`config.mk`:
```
export PLATFORM = sky130hd
export DESIGN_NAME = stream_width_fifo_flat
export DESIGN_NICKNAME = d
export VERILOG_FILES = /design/src/rtl/buffer_pkg.sv /design/src/rtl/stream_width_fifo_if.sv /design/src/rtl/fifo_ptr_ctrl.sv /design/src/rtl/stream_width_fifo.sv /design/src/flat_wrapper.sv
export SDC_FILE = /design/constraint.sdc
export NUM_CORES = 1
export LEC_CHECK = 0
export CORE_MARGIN = 5
export CORE_UTILIZATION = 53
export CTS_CLUSTER_SIZE = 14
export DETAILED_ROUTE_END_ITERATION = 6
export HOLD_SLACK_MARGIN = 0.03
export PLACE_DENSITY = 0.69
export SKIP_CTS_REPAIR_TIMING = 1
export SLEW_MARGIN = 25
export SYNTH_ARGS = -nofsm -noshare
export SYNTH_HDL_FRONTEND = slang
export SYNTH_SLANG_ARGS = --single-unit
```
`constraint.sdc`:
```
create_clock -name clk -period 6.5 [get_ports clk]
set_input_delay 0.65 -clock clk [delete_from_list [all_inputs] [get_ports clk]]
set_output_delay 0.65 -clock clk [all_outputs]
set_load 0.01 [all_outputs]
```
`src/rtl/buffer_pkg.sv`:
```
// Shared helpers for the stream buffers: pointer arithmetic for
// non-power-of-two depths, occupancy counter sizing and the IF tag width.
package buffer_pkg;

    // The IF path widens each word by this many tag bits.
    localparam int IF_TAG_W = 2;

    // Width needed to hold an occupancy of 0..depth inclusive.
    function automatic int count_width(input int depth);
        return $clog2(depth + 1);
    endfunction

    // Width of a storage index; a single-entry buffer still needs one bit.
    function automatic int ptr_width(input int depth);
        return (depth > 1) ? $clog2(depth) : 1;
    endfunction

    // Modular pointer advance. The increment never exceeds depth, so one
    // conditional subtraction is enough and depth need not be a power of two.
    function automatic int ptr_advance(input int ptr, input int inc, input int depth);
        int sum;
        sum = ptr + inc;
        if (sum >= depth) begin
            sum = sum - depth;
        end
        return sum;
    endfunction

endpackage

```
`src/rtl/stream_width_fifo_if.sv`:
```
// Handshake bundle between a stream producer/consumer and stream_width_fifo.
// The parameters here must match those given to the FIFO it connects to.
interface stream_width_fifo_if
    import buffer_pkg::*;
#(
    parameter int WIDTH     = 16,
    parameter int DEPTH     = 64,
    parameter int PAR_WRITE = 1,
    parameter int PAR_READ  = 1
);

    localparam int CNT_W = count_width(DEPTH);

    logic                       flush;
    logic                       wen;
    logic [PAR_WRITE*WIDTH-1:0] din;
    logic                       ren;
    logic [PAR_READ*WIDTH-1:0]  dout;
    logic                       full;
    logic                       empty;
    logic                       almost_full;
    logic                       almost_empty;
    logic [CNT_W-1:0]           count;
    logic                       overflow;
    logic                       underflow;

    // The side that pushes and pops words.
    modport master (
        output flush, wen, din, ren,
        input  dout, full, empty, almost_full, almost_empty, count, overflow, underflow
    );

    // The FIFO itself.
    modport slave (
        input  flush, wen, din, ren,
        output dout, full, empty, almost_full, almost_empty, count, overflow, underflow
    );

endinterface

```
`src/rtl/fifo_ptr_ctrl.sv`:
```
// Pointer, occupancy and flag bookkeeping for stream_width_fifo. Storage
// lives in the parent; this block only decides what is accepted.
module fifo_ptr_ctrl
    import buffer_pkg::*;
#(
    parameter int DEPTH     = 64,
    parameter int PAR_WRITE = 1,
    parameter int PAR_READ  = 1,
    parameter int AFULL_TH  = DEPTH - 4,
    parameter int AEMPTY_TH = 4
) (
    input  logic                          clk,
    input  logic                          rst,
    input  logic                          flush,
    input  logic                          wen,
    input  logic                          ren,
    output logic [ptr_width(DEPTH)-1:0]   wr_ptr,
    output logic [ptr_width(DEPTH)-1:0]   rd_ptr,
    output logic                          w_acc,
    output logic [count_width(DEPTH)-1:0] count,
    output logic                          full,
    output logic                          empty,
    output logic                          almost_full,
    output logic                          almost_empty,
    output logic                          overflow,
    output logic                          underflow
);

    localparam int PTR_W = ptr_width(DEPTH);
    localparam int CNT_W = count_width(DEPTH);

    logic             r_acc;
    logic [CNT_W-1:0] count_next;

    // Flags come straight from the registered count, so a same-cycle read
    // never makes room for a same-cycle write.
    assign full         = (DEPTH - int'(count)) < PAR_WRITE;
    assign empty        = int'(count) < PAR_READ;
    assign almost_full  = int'(count) >= AFULL_TH;
    assign almost_empty = int'(count) <= AEMPTY_TH;

    // A flush swallows both requests in the same cycle.
    assign w_acc = wen && !full && !flush;
    assign r_acc = ren && !empty && !flush;

    // Net occupancy change when both sides may move in one cycle.
    always_comb begin
        count_next = count;
        count_next = CNT_W'(int'(count) + (w_acc ? PAR_WRITE : 0) - (r_acc ? PAR_READ : 0));
    end

    // Pointer/count registers with sticky error capture; flush outranks
    // everything except the asynchronous reset.
    always_ff @(posedge clk or negedge rst) begin
        if (!rst) begin
            wr_ptr    <= '0;
            rd_ptr    <= '0;
            count     <= '0;
            overflow  <= 1'b0;
            underflow <= 1'b0;
        end else if (flush) begin
            wr_ptr    <= '0;
            rd_ptr    <= '0;
            count     <= '0;
            overflow  <= 1'b0;
            underflow <= 1'b0;
        end else begin
            if (w_acc) begin
                wr_ptr <= PTR_W'(ptr_advance(int'(wr_ptr), PAR_WRITE, DEPTH));
            end
            if (r_acc) begin
                rd_ptr <= PTR_W'(ptr_advance(int'(rd_ptr), PAR_READ, DEPTH));
            end
            count <= count_next;
            if (wen && full) begin
                overflow <= 1'b1;
            end
            if (ren && empty) begin
                underflow <= 1'b1;
            end
        end
    end

endmodule

```
`src/rtl/stream_width_fifo.sv`:
```
// Multi-lane show-ahead stream FIFO: PAR_WRITE words in and PAR_READ words
// out per handshake, any depth. Lane 0 is always the oldest word.
module stream_width_fifo
    import buffer_pkg::*;
#(
    parameter int WIDTH     = 16,
    parameter int DEPTH     = 64,
    parameter int PAR_WRITE = 1,
    parameter int PAR_READ  = 1,
    parameter int AFULL_TH  = DEPTH - 4,
    parameter int AEMPTY_TH = 4
) (
    input  logic               clk,
    input  logic               rst,
    stream_width_fifo_if.slave bus
);

    localparam int PTR_W = ptr_width(DEPTH);

    // Parameter sanity checks, caught at elaboration.
    if (DEPTH < PAR_WRITE) begin : g_chk_write
        $error("stream_width_fifo: DEPTH smaller than PAR_WRITE");
    end
    if (DEPTH < PAR_READ) begin : g_chk_read
        $error("stream_width_fifo: DEPTH smaller than PAR_READ");
    end
    if (!(AEMPTY_TH < AFULL_TH && AFULL_TH <= DEPTH)) begin : g_chk_th
        $error("stream_width_fifo: thresholds out of order");
    end

    logic [WIDTH-1:0] mem [DEPTH];
    logic [PTR_W-1:0] wr_ptr;
    logic [PTR_W-1:0] rd_ptr;
    logic             w_acc;
    logic             has_data;

    fifo_ptr_ctrl #(
        .DEPTH     (DEPTH),
        .PAR_WRITE (PAR_WRITE),
        .PAR_READ  (PAR_READ),
        .AFULL_TH  (AFULL_TH),
        .AEMPTY_TH (AEMPTY_TH)
    ) u_ctrl (
        .clk          (clk),
        .rst          (rst),
        .flush        (bus.flush),
        .wen          (bus.wen),
        .ren          (bus.ren),
        .wr_ptr       (wr_ptr),
        .rd_ptr       (rd_ptr),
        .w_acc        (w_acc),
        .count        (bus.count),
        .full         (bus.full),
        .empty        (bus.empty),
        .almost_full  (bus.almost_full),
        .almost_empty (bus.almost_empty),
        .overflow     (bus.overflow),
        .underflow    (bus.underflow)
    );

    // Lane-wise store; each lane lands at its own wrapped address so a
    // burst can straddle the end of the array.
    always_ff @(posedge clk) begin
        if (w_acc) begin
            for (int k = 0; k < PAR_WRITE; k++) begin
                mem[PTR_W'(ptr_advance(int'(wr_ptr), k, DEPTH))] <= bus.din[k*WIDTH +: WIDTH];
            end
        end
    end

    // Storage is never cleared, so remember whether anything was ever
    // written and keep dout at zero until then.
    always_ff @(posedge clk or negedge rst) begin
        if (!rst) begin
            has_data <= 1'b0;
        end else if (w_acc) begin
            has_data <= 1'b1;
        end
    end

    // Show-ahead read mux: head words appear as soon as they are stored.
    always_comb begin
        bus.dout = '0;
        if (has_data) begin
            for (int k = 0; k < PAR_READ; k++) begin
                bus.dout[k*WIDTH +: WIDTH] = mem[PTR_W'(ptr_advance(int'(rd_ptr), k, DEPTH))];
            end
        end
    end

endmodule
```
`src/flat_wrapper.sv`:
```
// flat-port wrapper written by rule: the top's interface ports become plain ports
module stream_width_fifo_flat import buffer_pkg::*;
#(
    parameter int WIDTH     = 16,
    parameter int DEPTH     = 64,
    parameter int PAR_WRITE = 1,
    parameter int PAR_READ  = 1,
    parameter int AFULL_TH  = DEPTH - 4,
    parameter int AEMPTY_TH = 4
)
  (clk, rst, bus_flush, bus_wen, bus_din, bus_ren, bus_dout, bus_full, bus_empty, bus_almost_full, bus_almost_empty, bus_count, bus_overflow, bus_underflow);
  stream_width_fifo_if #(.WIDTH(WIDTH), .DEPTH(DEPTH), .PAR_WRITE(PAR_WRITE), .PAR_READ(PAR_READ)) bus_i ();
  input  logic clk;
  input  logic rst;
  input wire logic [$bits(bus_i.flush)-1:0] bus_flush;
  input wire logic [$bits(bus_i.wen)-1:0] bus_wen;
  input wire logic [$bits(bus_i.din)-1:0] bus_din;
  input wire logic [$bits(bus_i.ren)-1:0] bus_ren;
  output wire logic [$bits(bus_i.dout)-1:0] bus_dout;
  output wire logic [$bits(bus_i.full)-1:0] bus_full;
  output wire logic [$bits(bus_i.empty)-1:0] bus_empty;
  output wire logic [$bits(bus_i.almost_full)-1:0] bus_almost_full;
  output wire logic [$bits(bus_i.almost_empty)-1:0] bus_almost_empty;
  output wire logic [$bits(bus_i.count)-1:0] bus_count;
  output wire logic [$bits(bus_i.overflow)-1:0] bus_overflow;
  output wire logic [$bits(bus_i.underflow)-1:0] bus_underflow;
  assign bus_i.flush = bus_flush;
  assign bus_i.wen = bus_wen;
  assign bus_i.din = bus_din;
  assign bus_i.ren = bus_ren;
  assign bus_dout = bus_i.dout;
  assign bus_full = bus_i.full;
  assign bus_empty = bus_i.empty;
  assign bus_almost_full = bus_i.almost_full;
  assign bus_almost_empty = bus_i.almost_empty;
  assign bus_count = bus_i.count;
  assign bus_overflow = bus_i.overflow;
  assign bus_underflow = bus_i.underflow;
  stream_width_fifo #(.WIDTH(WIDTH), .DEPTH(DEPTH), .PAR_WRITE(PAR_WRITE), .PAR_READ(PAR_READ), .AFULL_TH(AFULL_TH), .AEMPTY_TH(AEMPTY_TH)) u_core (.clk(clk), .rst(rst), .bus(bus_i));
endmodule
```
Word level (Yosys, flattened, before mapping). Memory sizes are Yosys's and may differ from the RTL's. Cells that the tools add are included.

Register bits: 22. RAM bits: 1024. Input bits: 21. Output and inout port bits: 29. Memories: 1.

$add $sub $neg: 9. Order comparisons: 8. Multiplexer cells: 20. Reductions and logical operators: 13.

Memory list: u_core.mem (depth 64, width 16, read ports 1, clocked after memory_dff 0, write ports 1, line stream_width_fifo.sv:31) `logic [WIDTH-1:0] mem [DEPTH];`.

Operators by type and width (count): two-way mux 6 bit (10); less-than comparator 32 x 2 -> 1 bit (second input constant) (1); subtractor 6 x 1 -> 6 bit (second input constant) (4); two-way mux 16 bit (1); adder 6 x 1 -> 7 bit (second input constant) (2); greater-or-equal comparator 6 x 7 -> 1 bit (second input constant) (2); greater-or-equal comparator 7 bit (second input constant) (2); two-way mux 1 bit (8); nonzero test 2 bit (4); subtractor 7 x 7 -> 8 bit (first input constant) (1); adder 7 x 1 -> 7 bit (1); greater-or-equal comparator 7 x 6 -> 1 bit (second input constant) (1); less-or-equal comparator 7 x 3 -> 1 bit (second input constant) (1); less-than comparator 7 x 1 -> 1 bit (second input constant) (1); two-way mux 7 bit (1); subtractor 7 x 1 -> 7 bit (1); logical AND 1 bit (6); zero test 1 bit (3).

Depth between registers and ports, before layout. Gate-level depths: netlist of the first run.

Depth after elaboration: 9. Depth in mapped cells: 16.

Cells and area by module. Synthesis of the first run repeated with hierarchy kept, for this count alone.

Cells, all modules: 1933. Area total of the unflattened synthesis: 41295.9 µm².

Modules (own cells, without submodules): stream_width_fifo (instances 1, cells an instance 1774, area an instance 39745.6 µm², sequential area each 30774.5 µm²); fifo_ptr_ctrl (instances 1, cells an instance 159, area an instance 1550.2 µm², sequential area each 525.5 µm²).

Least setup slack after synthesis of the first run. No wires, ideal clock.

Path kind: register to register. Start: register u_core.u_ctrl.count[1]. End: register u_core.u_ctrl.count[6]. Arrival: 3.531 ns. Required time: 6.422 ns. Path slack: 2.891 ns. Stages on the path, launching flop included: 17. Buffers on the path: 1. Period minus slack after synthesis: 3.609 ns. Cell sequence: dfrtp_1 > inv_1 > ha_1 > nor3b_1 > o22ai_1 > a2111o_2 > nand4b_4 > clkbuf_1 > inv_1 > ha_1 > fa_1 > nor2b_1 > o21a_1 > o21bai_1 > a21oi_1 > or3_1 > a21oi_1.

Cells in the longest elaborated chain, start to end: 9. Elaborated cells between the ends (all ways): 14.

Ends and longest elaborated chain: start, declared (line fifo_ptr_ctrl.sv:20) `output logic [count_width(DEPTH)-1:0] count,`; start signal, assigned (line fifo_ptr_ctrl.sv:74) `count <= count_next;`; subtractor 7 x 7 -> 8 bit (line fifo_ptr_ctrl.sv:37) `assign full = (DEPTH - int'(count)) < PAR_WRITE;`; less-than comparator 32 x 2 -> 1 bit (line fifo_ptr_ctrl.sv:37); zero test 1 bit (line fifo_ptr_ctrl.sv:43) `assign w_acc = wen && !full && !flush;`; logical AND 1 bit (2 in a row) (line fifo_ptr_ctrl.sv:43); via u_core.u_ctrl.w_acc (line fifo_ptr_ctrl.sv:19) `output logic w_acc,`; two-way mux 1 bit (line fifo_ptr_ctrl.sv:49) `count_next = CNT_W'(int'(count) + (w_acc ? PAR_WRITE : 0) - (r_acc ? PAR_READ : 0));`; adder 7 x 1 -> 7 bit (line fifo_ptr_ctrl.sv:49); subtractor 7 x 1 -> 7 bit (line fifo_ptr_ctrl.sv:49); two-way mux 7 bit (line fifo_ptr_ctrl.sv:61) `end else if (flush) begin`.

The timed path passes the listed nets, and every way through them passes these cells. A chain may end at the register's enable or synchronous reset.

Final worst setup path of the first run.
Start: register u_core.u_ctrl.rd_ptr[2]. End: output port bus_dout[0].

Cells in the longest elaborated chain, start to end: 5. Elaborated cells between the ends (all ways): 6.

Ends and longest elaborated chain: start, declared (line fifo_ptr_ctrl.sv:18) `output logic [ptr_width(DEPTH)-1:0] rd_ptr,`; start signal, assigned (line fifo_ptr_ctrl.sv:72) `rd_ptr <= PTR_W'(ptr_advance(int'(rd_ptr), PAR_READ, DEPTH));`; subtractor 6 x 1 -> 6 bit / greater-or-equal comparator 6 x 7 -> 1 bit (equally long branches) (line buffer_pkg.sv:24, buffer_pkg.sv:23); two-way mux 6 bit (*) (line buffer_pkg.sv:23) `if (sum >= depth) begin`; two-way mux 6 bit (*) (line stream_width_fifo.sv:84) `if (has_data) begin`; memory read (64 x 16 bit) (*); two-way mux 16 bit (*) (line stream_width_fifo.sv:84); end, declared (line flat_wrapper.sv:19) `output wire logic [$bits(bus_i.dout)-1:0] bus_dout;`.

Mark *: on every way between the ends. The rest lies on a longest branch, timed or not. The select of a mux whose other input is x is not followed.

==> results of run 1 <==
## per-layer routing
metal	wire (um)	share of wire [%]	GRT usage [%]
met2	47170	48	37.48
met5	0	0	0
met4	3403	3.5	8.466
met3	8571	8.7	5.139
met1	38970	40	34.07
## cells in the final DEF, fill, tap and decap left out, types with 5 or more instances in the layout
master | netlist | layout
a211oi_1 | 8 | 8
a21oi_1 | 18 | 18
a221oi_1 | 14 | 14
a22o_1 | 16 | 16
a22oi_1 | 11 | 11
and2_1 | 5 | 5
buf_12 | 0 | 7
buf_2 | 25 | 12
buf_4 | 31 | 95
bufinv_16 | 0 | 13
clkbuf_1 | 39 | 29
clkbuf_16 | 0 | 107
clkdlybuf4s50_1 | 0 | 33
clkinv_1 | 0 | 14
clkinv_2 | 0 | 21
dfrtp_1 | 22 | 19
edfxtp_1 | 1024 | 1024
ha_1 | 21 | 21
inv_1 | 15 | 15
mux2i_1 | 108 | 108
mux4_2 | 233 | 233
nand2_1 | 46 | 46
nand2b_1 | 8 | 8
nand3_1 | 6 | 6
nand3b_1 | 5 | 5
nand4_1 | 11 | 11
nor2_1 | 30 | 29
nor2_4 | 0 | 5
nor2b_1 | 11 | 11
nor3_2 | 0 | 48
o211ai_1 | 9 | 9
o21ai_0 | 35 | 35
o22ai_1 | 35 | 35
o41ai_1 | 10 | 10
or3_1 | 9 | 9
xnor2_1 | 5 | 5
xor2_1 | 5 | 5
## area by class of cell
cell class	instances	area, um2	share of cell area [%]
Timing Repair Buffer	148	1271	2.729
Multi-Input combinational cell	749	9231	19.81
Sequential cell	1046	31310	67.21
Tap cell	1040	1301	2.793
Clock inverter	53	590.6	1.268
Clock buffer	139	2828	6.069
Inverter	15	56.30	0.1209
## kinds of logic after synthesis
kind of cell             count (synthesis)  share of synthesized area [%]
XOR/XNOR                                10                         0.2138
AO/OA/AOI/OAI                          174                          2.935
adder cells (fa/ha/maj)                 22                         0.6903
buffers and inverters                  129                          1.707
AND/OR/NAND/NOR                        199                          2.511
flip-flops                            1046                          76.41
multiplexers                           344                          15.53
## power by group through the flow
stage | registers [mW] | logic [mW] | clock network (mW)
4_1_cts | 7.68 | 3.24 | 6.09
2_1_floorplan | 7.66 | 2.24 | 0
3_5_place_dp | 7.82 | 3.23 | 0
5_1_grt | 7.62 | 3.50 | 6.40
3_3_place_gp | 7.81 | 3.19 | 0
6_report | 7.61 | 3.31 | 6.01
## worst max-delay path by stage
stage                            start                      to  slack, ps
4_1_cts        u_core.u_ctrl.rd_ptr[2]             bus_dout[0]       1270
6_report       u_core.u_ctrl.rd_ptr[2]             bus_dout[0]       1270
3_3_place_gp   u_core.u_ctrl.rd_ptr[2]            bus_dout[11]       1910
2_1_floorplan   u_core.u_ctrl.count[1]  u_core.u_ctrl.count[6]       2890
5_1_grt        u_core.u_ctrl.rd_ptr[2]            bus_dout[11]       1140
3_5_place_dp   u_core.u_ctrl.rd_ptr[2]             bus_dout[0]       1970
## worst max-delay path, stage by stage (launching register included)
cell and delay, ps:
dfrtp_4 1060, nor2b_1 850, a221oi_1 260, o21ai_0 220, o211ai_1 330, nand4_1 360
o41ai_1 180, clkdlybuf4s50_1 530
## per-stage QoR
step	area (um2)	util (%)	hold slack (ps)
after floorplan	40960	-	354.4
after detailed placement	43120	55.93	483.8
after CTS	46530	60.37	321.2
final	46590	60.44	348.2
after global placement	43110	55.92	472.2
after global routing	46590	60.44	358.6
## state kept, by name (all words and copies together), names as in the netlist
signal / flops
u_core.has_data: 1
u_core.mem: 1024
u_core.u_ctrl.count: 7
u_core.u_ctrl.overflow: 1
u_core.u_ctrl.rd_ptr: 6
u_core.u_ctrl.underflow: 1
u_core.u_ctrl.wr_ptr: 6
==> results.md, run 1 <==
- Total GRT Usage: 23.96%
- Clk_lat worst skew: 660 ps
- Post-synth top flop: edfxtp_1
- Share of cells above drive strength 1: a little over a quarter
- Post-synth top area cell: edfxtp_1
- Ranking of synthesized cells by area: edfxtp_1 75%, mux4_2 13%, mux2i_1 2.6%
- Synth Instances: 1924
- Detail Placement HPWL: 58.18 mm
- H-Tree Depth: 3
- Sw frac: 25.89%
- Total congestion overflow: 0
- DR vias: 20220
- Worst Hold Class: in -> async
- Fin. max-slew vios: 0
- Slew headroom: 25.93%
- R2r worst-path depth: 16
- Clock slew at reported path FFs: 60 ps
- Max_cap viols: 0
- CTS Buffer Depth: 3
- Unique masters post-synth: 57
- Starting Density: between 50% and 60%
- Initial antenna violation count: 0
- Clock sinks: 1046
- PortBufs: 49
- Commonest cells in the netlist: 1024 x edfxtp_1, 233 x mux4_2, 108 x mux2i_1
- Rows: 102
- Design Power: 16.93 mW
- Inserted Diodes: 0
- Die H: about 290 um
- Worst slack, placed: 1974 ps
- Combinational share of power: 19.5%
- DRT Wirelength: slightly below 100 mm
- Most frequent cell after synthesis: edfxtp_1
- Final worst setup slack: 1272 ps
- GPL Wtd Cong: ~0.94
- Final setup viols: 0
- IO Count: 50
- CP endpoint kind: primary output
- Setup_tns: 0 ps
- CP Class: reg -> out
- Static leakage: around 14 nW
- DR pass1 iterations: 6
- Layout Cells excl Fill: roughly 3200
- Post-synth EDFFs: 1024
- Reg power frac: 45.0%
- Vias per std cell: 6.339
- CTS tree: built
- Global-route wire length before repair: 143.7 mm
- Routed Antenna Nets: 0
- Syn Area/Cell: 21.29 um2
- Root Buffer: clkbuf_16
- Synthesized flop and latch total: 1046
- Worst endpoint required time: 5850 ps
- Die outline width: between 200 and 300 um
- Fin Clk Skew: 28.17 ps
- Syn Nets: 1967
- Worst slew pin tran: between 1000 and 1500 ps
- Worst Setup Start Kind: flop
- Full die area: 82950 um2
- R2r endpoint: u_core.u_ctrl.count[6]
- Max frequency: 191.3 MHz
- Synth warn: 0
- Fillers: 5370
- NetSw: 4.383 mW
- Power Internal: 12.55 mW
- Critical Path Fanout Max: between 60 and 70
- DRC Markers: 0
- CTS Buf Count: 103
- FF-to-FF setup slack: 2150 ps
- Crit Reg-Reg Startpoint: u_core.u_ctrl.count[1]
- Final-stage net count: between 2000 and 2500
- Fraction of registers with async set/reset: 2.103%
- Core ar.: 77080 um2
- Fin crit period: roughly 5200 ps
- Power per cell area: about 360 nW/um2
- Maximum number of pins on one net before global-route repair: between 60 and 70
- Avg WL per Cell: 30.76 um
- Status: finished, final reports clean
- Top cell type's share of synthesized area: 75.07%
- Register area share after synthesis: between 70% and 80%
- Vias in the first global route: 20479
- Tcrit/Tclk final: 80.44%
- RSZ-0062 raised after global routing: no
- Clock Power Share: 35.5%
- Synth-to-layout area growth: 13.74%
- Final hold violations: 0
- Arr. time, crit path: 4580 ps
- VDD IR max: 0.2566 mV
- Placed cell count: 2997
- Synthesized cell area: 40960 um2
- Initial DRC count: 2352
Note: power is estimated with default switching activity, not from simulation.
==> inputs of run 2 (changes only) <==
clock period = 5.27 ns   (was 6.5 ns; I/O delays follow)
==> run 2 against run 1 <==
Global-route usage down 0.46 points; hold slack worse by 230 ps; critical path depth unchanged; sequential share of layout area down 0.22 points; final area up 0.32%; register-to-register slack worse by 670 ps; critical endpoint is now bus_dout[8].
==> results.md, run 2 (synthesis results as in run 1) <==
- Status: finished, final reports clean
- Max reg flops: 1024 (unchanged)
- GPL Wtd Cong: 0.8785 (-6.1%)
- Rows: 102 (unchanged)
- Clk_lat worst skew: 670 ps (about the same)
- Top reg by flops: u_core.mem
- Starting Density: 53.14% (unchanged)
- Worst slack, placed: 988.2 ps (-986.0 ps)
- Worst Setup Start Kind: flop
- R2r worst-path depth: 17 (+1)
- Synth-to-layout area growth: 14.11%
- Die outline width: 288.0 um (unchanged)
- Largest registers: u_core.mem: 1024 flops, u_core.u_ctrl.count: 7 flops
- Root Buffer: clkbuf_16
- Worst Hold End: u_core.mem[12][10]
- H-Tree Depth: 3 (unchanged)
- CP endpoint kind: primary output
- Worst endpoint required time: 4740 ps (-1110 ps)
- DRT Wirelength: 96.56 mm (-1.6%)
- R2r endpoint: u_core.u_ctrl.count[6]
- Initial DRC count: 2493 (+6.0%)
- Routed Antenna Nets: 0 (unchanged)
- Clock sinks: 1046 (unchanged)
- Fin Clk Skew: 28.66 ps (+0.4863 ps)
- DR pass1 iterations: 7 (+1)
- Core ar.: 77080 um2 (unchanged)
- Power per cell area: 444.3 nW/um2 (+22%)
- Most frequent cells in the layout: 1024 x edfxtp_1, 233 x mux4_2, 108 x mux2i_1
- Critical Path Fanout Max: 45 (-27%)
- CTS tree: built
- Vias in the first global route: 20322 (-0.77%)
- Slew headroom: 28.18% (+2.3 points)
- Placed cell count: 3004 (+0.23%)
- CTS Buf Count: 106 (+2.9%)
- Full die area: 82950 um2 (unchanged)
- Vias per std cell: 6.272 (-1.0%)
- Final-stage net count: 2115 (+0.43%)
- Layout Cells excl Fill: 3202 (+0.38%)
- Max_cap viols: 0 (unchanged)
- Design Power: 20.77 mW (+23%)
- Tcrit/Tclk final: between 90% and 100%
- DR vias: 20083 (-0.68%)
- Multi-input logic area: 9224 um2 (about the same)
- Avg WL per Cell: 30.16 um (-2.0%)
- CP Class: reg -> out
- Max frequency: 199.5 MHz
- Placed instance area: 43290 um2 (+0.39%)
- RSZ-0062 raised after global routing: no
- Die H: 288.0 um (unchanged)
- Worst slew pin tran: 1076 ps (-34.97 ps)
- Clock slew at reported path FFs: 60 ps (about the same)
- Hold_sp: bus_din[10]
- PortBufs: 49 (unchanged)
- Final setup viols: 0 (unchanged)
- Fin. max-slew vios: 0 (unchanged)
- Static leakage: 14.24 nW (+0.39%)
- Register area: 31310 um2 (unchanged)
- Total congestion overflow: 0 (unchanged)
- DRC Markers: 0 (unchanged)
- FF-to-FF setup slack: 1480 ps (-670 ps)
- Detail Placement HPWL: 57.83 mm (-0.61%)
- Share of cells above drive strength 1: 26.70% (+0.24 points)
- IO Count: 50 (unchanged)
- Worst Hold Class: in -> reg
- Fillers: 5361 (-0.17%)
- Final hold violations: 0 (unchanged)
- Global-route wire length before repair: 141.2 mm (-1.7%)
- Commonest non-fill, non-tap cell in the layout: edfxtp_1
- VDD IR max: 0.3199 mV (+25%)
- Final worst setup slack: 258.2 ps (-1013 ps)
- CTS Buffer Depth: 3 (unchanged)
- Beginning of the critical path: u_core.u_ctrl.rd_ptr[0]
- Worst hold path stage count: 1
- Setup_tns: 0 ps (unchanged)
- Crit Reg-Reg Startpoint: u_core.u_ctrl.count[1]
- Total GRT Usage: 23.50% (-0.46 points)
- Fin crit period: approximately 5000 ps
- Fin area: 46740 um2 (+0.32%)
- Arr. time, crit path: 4480 ps (-100 ps)
- Initial antenna violation count: 3 (+3)
- Maximum number of pins on one net before global-route repair: 65 (unchanged)
==> run 2: how the worst max path moves through the flow <==
| stage | endpoint | slack, ps | depth (start not counted) |
|---|---|---|---|
| finish | bus_dout[8] | 260 | 7 |
| global route | bus_dout[8] | 100 | 7 |
| CTS | bus_dout[8] | 240 | 7 |
| detailed placement | bus_dout[8] | 990 | 7 |
| global placement | bus_dout[8] | 970 | 7 |
| floorplan | u_core.u_ctrl.count[6] | 1660 | 16 |
==> run 2: where the power goes <==
group | internal (mW) | switching [mW]
Sequential | 9.22 | 0.201
Clock | 4.30 | 3.09
Combinational | 1.88 | 2.08
==> run 2: final cells by class <==
class | count | share of cell area (%)
Sequential cell | 1046 | 66.99
Tap cell | 1040 | 2.784
Clock inverter | 61 | 1.379
Inverter | 15 | 0.1205
Clock buffer | 136 | 5.980
Multi-Input combinational cell | 749 | 19.73
Antenna cell | 1 | 0.005354
Timing Repair Buffer | 154 | 3.009
==> run 2: per-layer routing <==
| layer | vias up | routed length (um) | global-route usage (%) |
|---|---|---|---|
| met2 | 947 | 45970 | 36.64 |
| met4 | 4 | 3270 | 8.092 |
| met1 | 10588 | 37760 | 32.36 |
| met3 | 166 | 9532 | 6.817 |
| met5 | - | 29 | 0 |
| li1 | 8378 | - | - |
==> run 2: through the flow <==
step,util (%),hold WS [ps]
2_1_floorplan,-,231.4
3_3_place_gp,56.04,474.2
3_5_place_dp,56.16,477.2
4_1_cts,60.62,91.96
5_1_grt,60.63,112.6
6_report,60.64,117.4
==> run 2: worst max-delay path, stage by stage, from the launching register on <==
cell             delay (ps)
dfrtp_4                 980
buf_12                  370
mux4_2                  550
o21ai_0                 450
o211ai_1                320
nand4_1                 330
o41ai_1                 200
clkdlybuf4s50_1         540
==> inputs of run 3 (changes only) <==
clock period = 6.4 ns   (was 5.27 ns; I/O delays follow)
==> run 3 against run 2 <==
Sequential power is 18% lower; final cell count decreased by 0.59%; largest cell class unchanged; first-iteration DRC count is 6.4% higher; combinational power down 15%; critical path type unchanged.
==> results.md, run 3 (synthesis results as in run 1) <==
- Status: finished, final reports clean
- Static leakage: 14.04 nW (-1.4%)
- RSZ-0062 raised after global routing: no
- Clock slew at reported path FFs: 70 ps (about the same)
- Vias in the first global route: 20423 (+0.50%)
- DR vias: 20265 (+0.91%)
- Synth-to-layout area growth: 13.07%
- Fin. max-slew vios: 0 (unchanged)
- Max frequency: 198.3 MHz
- VDD IR max: 0.2462 mV (-23%)
- DR pass1 iterations: 5 (-2)
- Slew headroom: 22.10% (-6.1 points)
- Arr. time, crit path: 4400 ps (-80 ps)
- Fin util: 60.09% (-0.55 points)
- Vias per std cell: 6.367 (+1.5%)
- Power per cell area: 364.6 nW/um2 (-18%)
- Largest registers: u_core.mem: 1024 flops, u_core.u_ctrl.count: 7 flops
- Worst slew pin tran: 1166 ps (+89.97 ps)
- Die outline width: 288.0 um (unchanged)
- Core ar.: 77080 um2 (unchanged)
- H-Tree Depth: 3 (unchanged)
- Clk_lat worst skew: 670 ps (about the same)
- Fin crit period: 5044 ps
- Final-stage net count: 2102 (-0.61%)
- Final hold violations: 0 (unchanged)
- DRC Markers: 0 (unchanged)
- Max layer used: met5
- Total congestion overflow: 0 (unchanged)
- Worst Hold Class: in -> async
- Most frequent cells in the layout: 1024 x edfxtp_1, 233 x mux4_2, 108 x mux2i_1
- CTS Buffer Depth: 3 (unchanged)
- Maximum number of pins on one net before global-route repair: 65 (unchanged)
- Slowest CP cell: dfrtp_4
- CTS Buf Count: 102 (-3.8%)
- IO Count: 50 (unchanged)
- Tcrit/Tclk final: 78.81%
- Max_cap viols: 0 (unchanged)
- PortBufs: 49 (unchanged)
- Avg WL per Cell: 31.21 um (+3.5%)
- CP endpoint kind: primary output
- Clock sinks: 1046 (unchanged)
- Crit-path max cell delay: 860 ps (-120 ps)
- DRT Wirelength: 99.33 mm (+2.9%)
- Fin Clk Skew: 25.23 ps (-3.429 ps)
- Starting Density: 53.14% (unchanged)
- Die H: 288.0 um (unchanged)
- Global-route wire length before repair: 144.4 mm (+2.2%)
- Root Buffer: clkbuf_16
- Critical Path Fanout Max: 37 (-18%)
- Share of cells above drive strength 1: 25.74% (-0.96 points)
- Initial antenna violation count: 3 (unchanged)
- Worst Setup Start Kind: flop
- CTS tree: built
- Total GRT Usage: 24.22% (+0.72 points)
- Commonest non-fill, non-tap cell in the layout: edfxtp_1
- Full die area: 82950 um2 (unchanged)
- Initial DRC count: 2652 (+6.4%)
- Top reg by flops: u_core.mem
- DR WL met3: 9.724 mm (+2.0%)
- Detail Placement HPWL: 58.61 mm (+1.4%)
- Worst endpoint required time: 5760 ps (+1020 ps)
- GPL Wtd Cong: 0.8537 (-2.8%)
- Rows: 102 (unchanged)
- Setup_tns: 0 ps (unchanged)
- Worst path cell trace: buf_4 > mux4_2 > mux2i_1 > a22o_1 > o41ai_1 > clkdlybuf4s50_1
- Wire length on met1: 38.00 mm (+0.64%)
- CP Class: reg -> out
- Routed Antenna Nets: 0 (unchanged)
- Final setup viols: 0 (unchanged)
- Max reg flops: 1024 (unchanged)
- Met2 wire length: 48.10 mm (+4.6%)
[run 3: layout make-up]
cell class / count / area, um2
sequential: 1046 / 31310
fill: 5450 / 30770
multi-input combinational: 749 / 9226
clock buffer: 125 / 2681
tap: 1040 / 1301
timing repair buffer: 145 / 1226
clock inverter: 61 / 509.2
inverter: 15 / 56.30
antenna: 2 / 5.005
[run 3: through the flow]
step	setup slack (ps)	power, mW	hold WS [ps]	std cells	instance area, um2
4_1_cts	1271	16.96	342.2	3181	46300
6_report	1356	16.89	366.5	3183	46320
5_1_grt	1213	17.48	385.7	3182	46310
3_3_place_gp	2028	11.25	477.7	2995	43090
3_5_place_dp	2032	11.27	491.6	2995	43110
2_1_floorplan	2791	10.05	344.4	1924	40960
[run 3: worst max-delay path, delay by kind of cell, from the launching register on]
| family | cells | cell delay (ps) |
|---|---|---|
| buffers and inverters | 2 | 1250 |
| AOI/OAI and AO/OA | 2 | 1120 |
| DFF | 1 | 860 |
| muxes | 2 | 480 |
[run 3: final timing paths]
check                                        start                 endpoint  slack (ps)  cells after the start
min in group clk           u_core.u_ctrl.underflow  u_core.u_ctrl.underflow         510                      2
min reg2reg                u_core.u_ctrl.underflow  u_core.u_ctrl.underflow         510                      2
max                        u_core.u_ctrl.rd_ptr[1]              bus_dout[8]        1360                      6
max reg2reg                 u_core.u_ctrl.count[1]        u_core.mem[23][0]        2100                      7
max in group asynchronous                      rst  u_core.u_ctrl.rd_ptr[1]        5710                      2
min                                            rst  u_core.u_ctrl.rd_ptr[5]         370                      2
[run 3: layer usage]
metal / track usage (%) / up-vias
met2: 38.15 / 1054
met4: 8.008 / 6
li1: - / 8333
met3: 7.158 / 169
met1: 32.96 / 10703
met5: 0.7738 / -
[run 3: report_power, final]
group | switching [mW] | total (mW) | internal [mW]
registers | 0.164 | 7.76 | 7.59
clock network | 2.50 | 5.76 | 3.26
logic | 1.85 | 3.37 | 1.52
total | 4.52 | 16.9 | 12.4
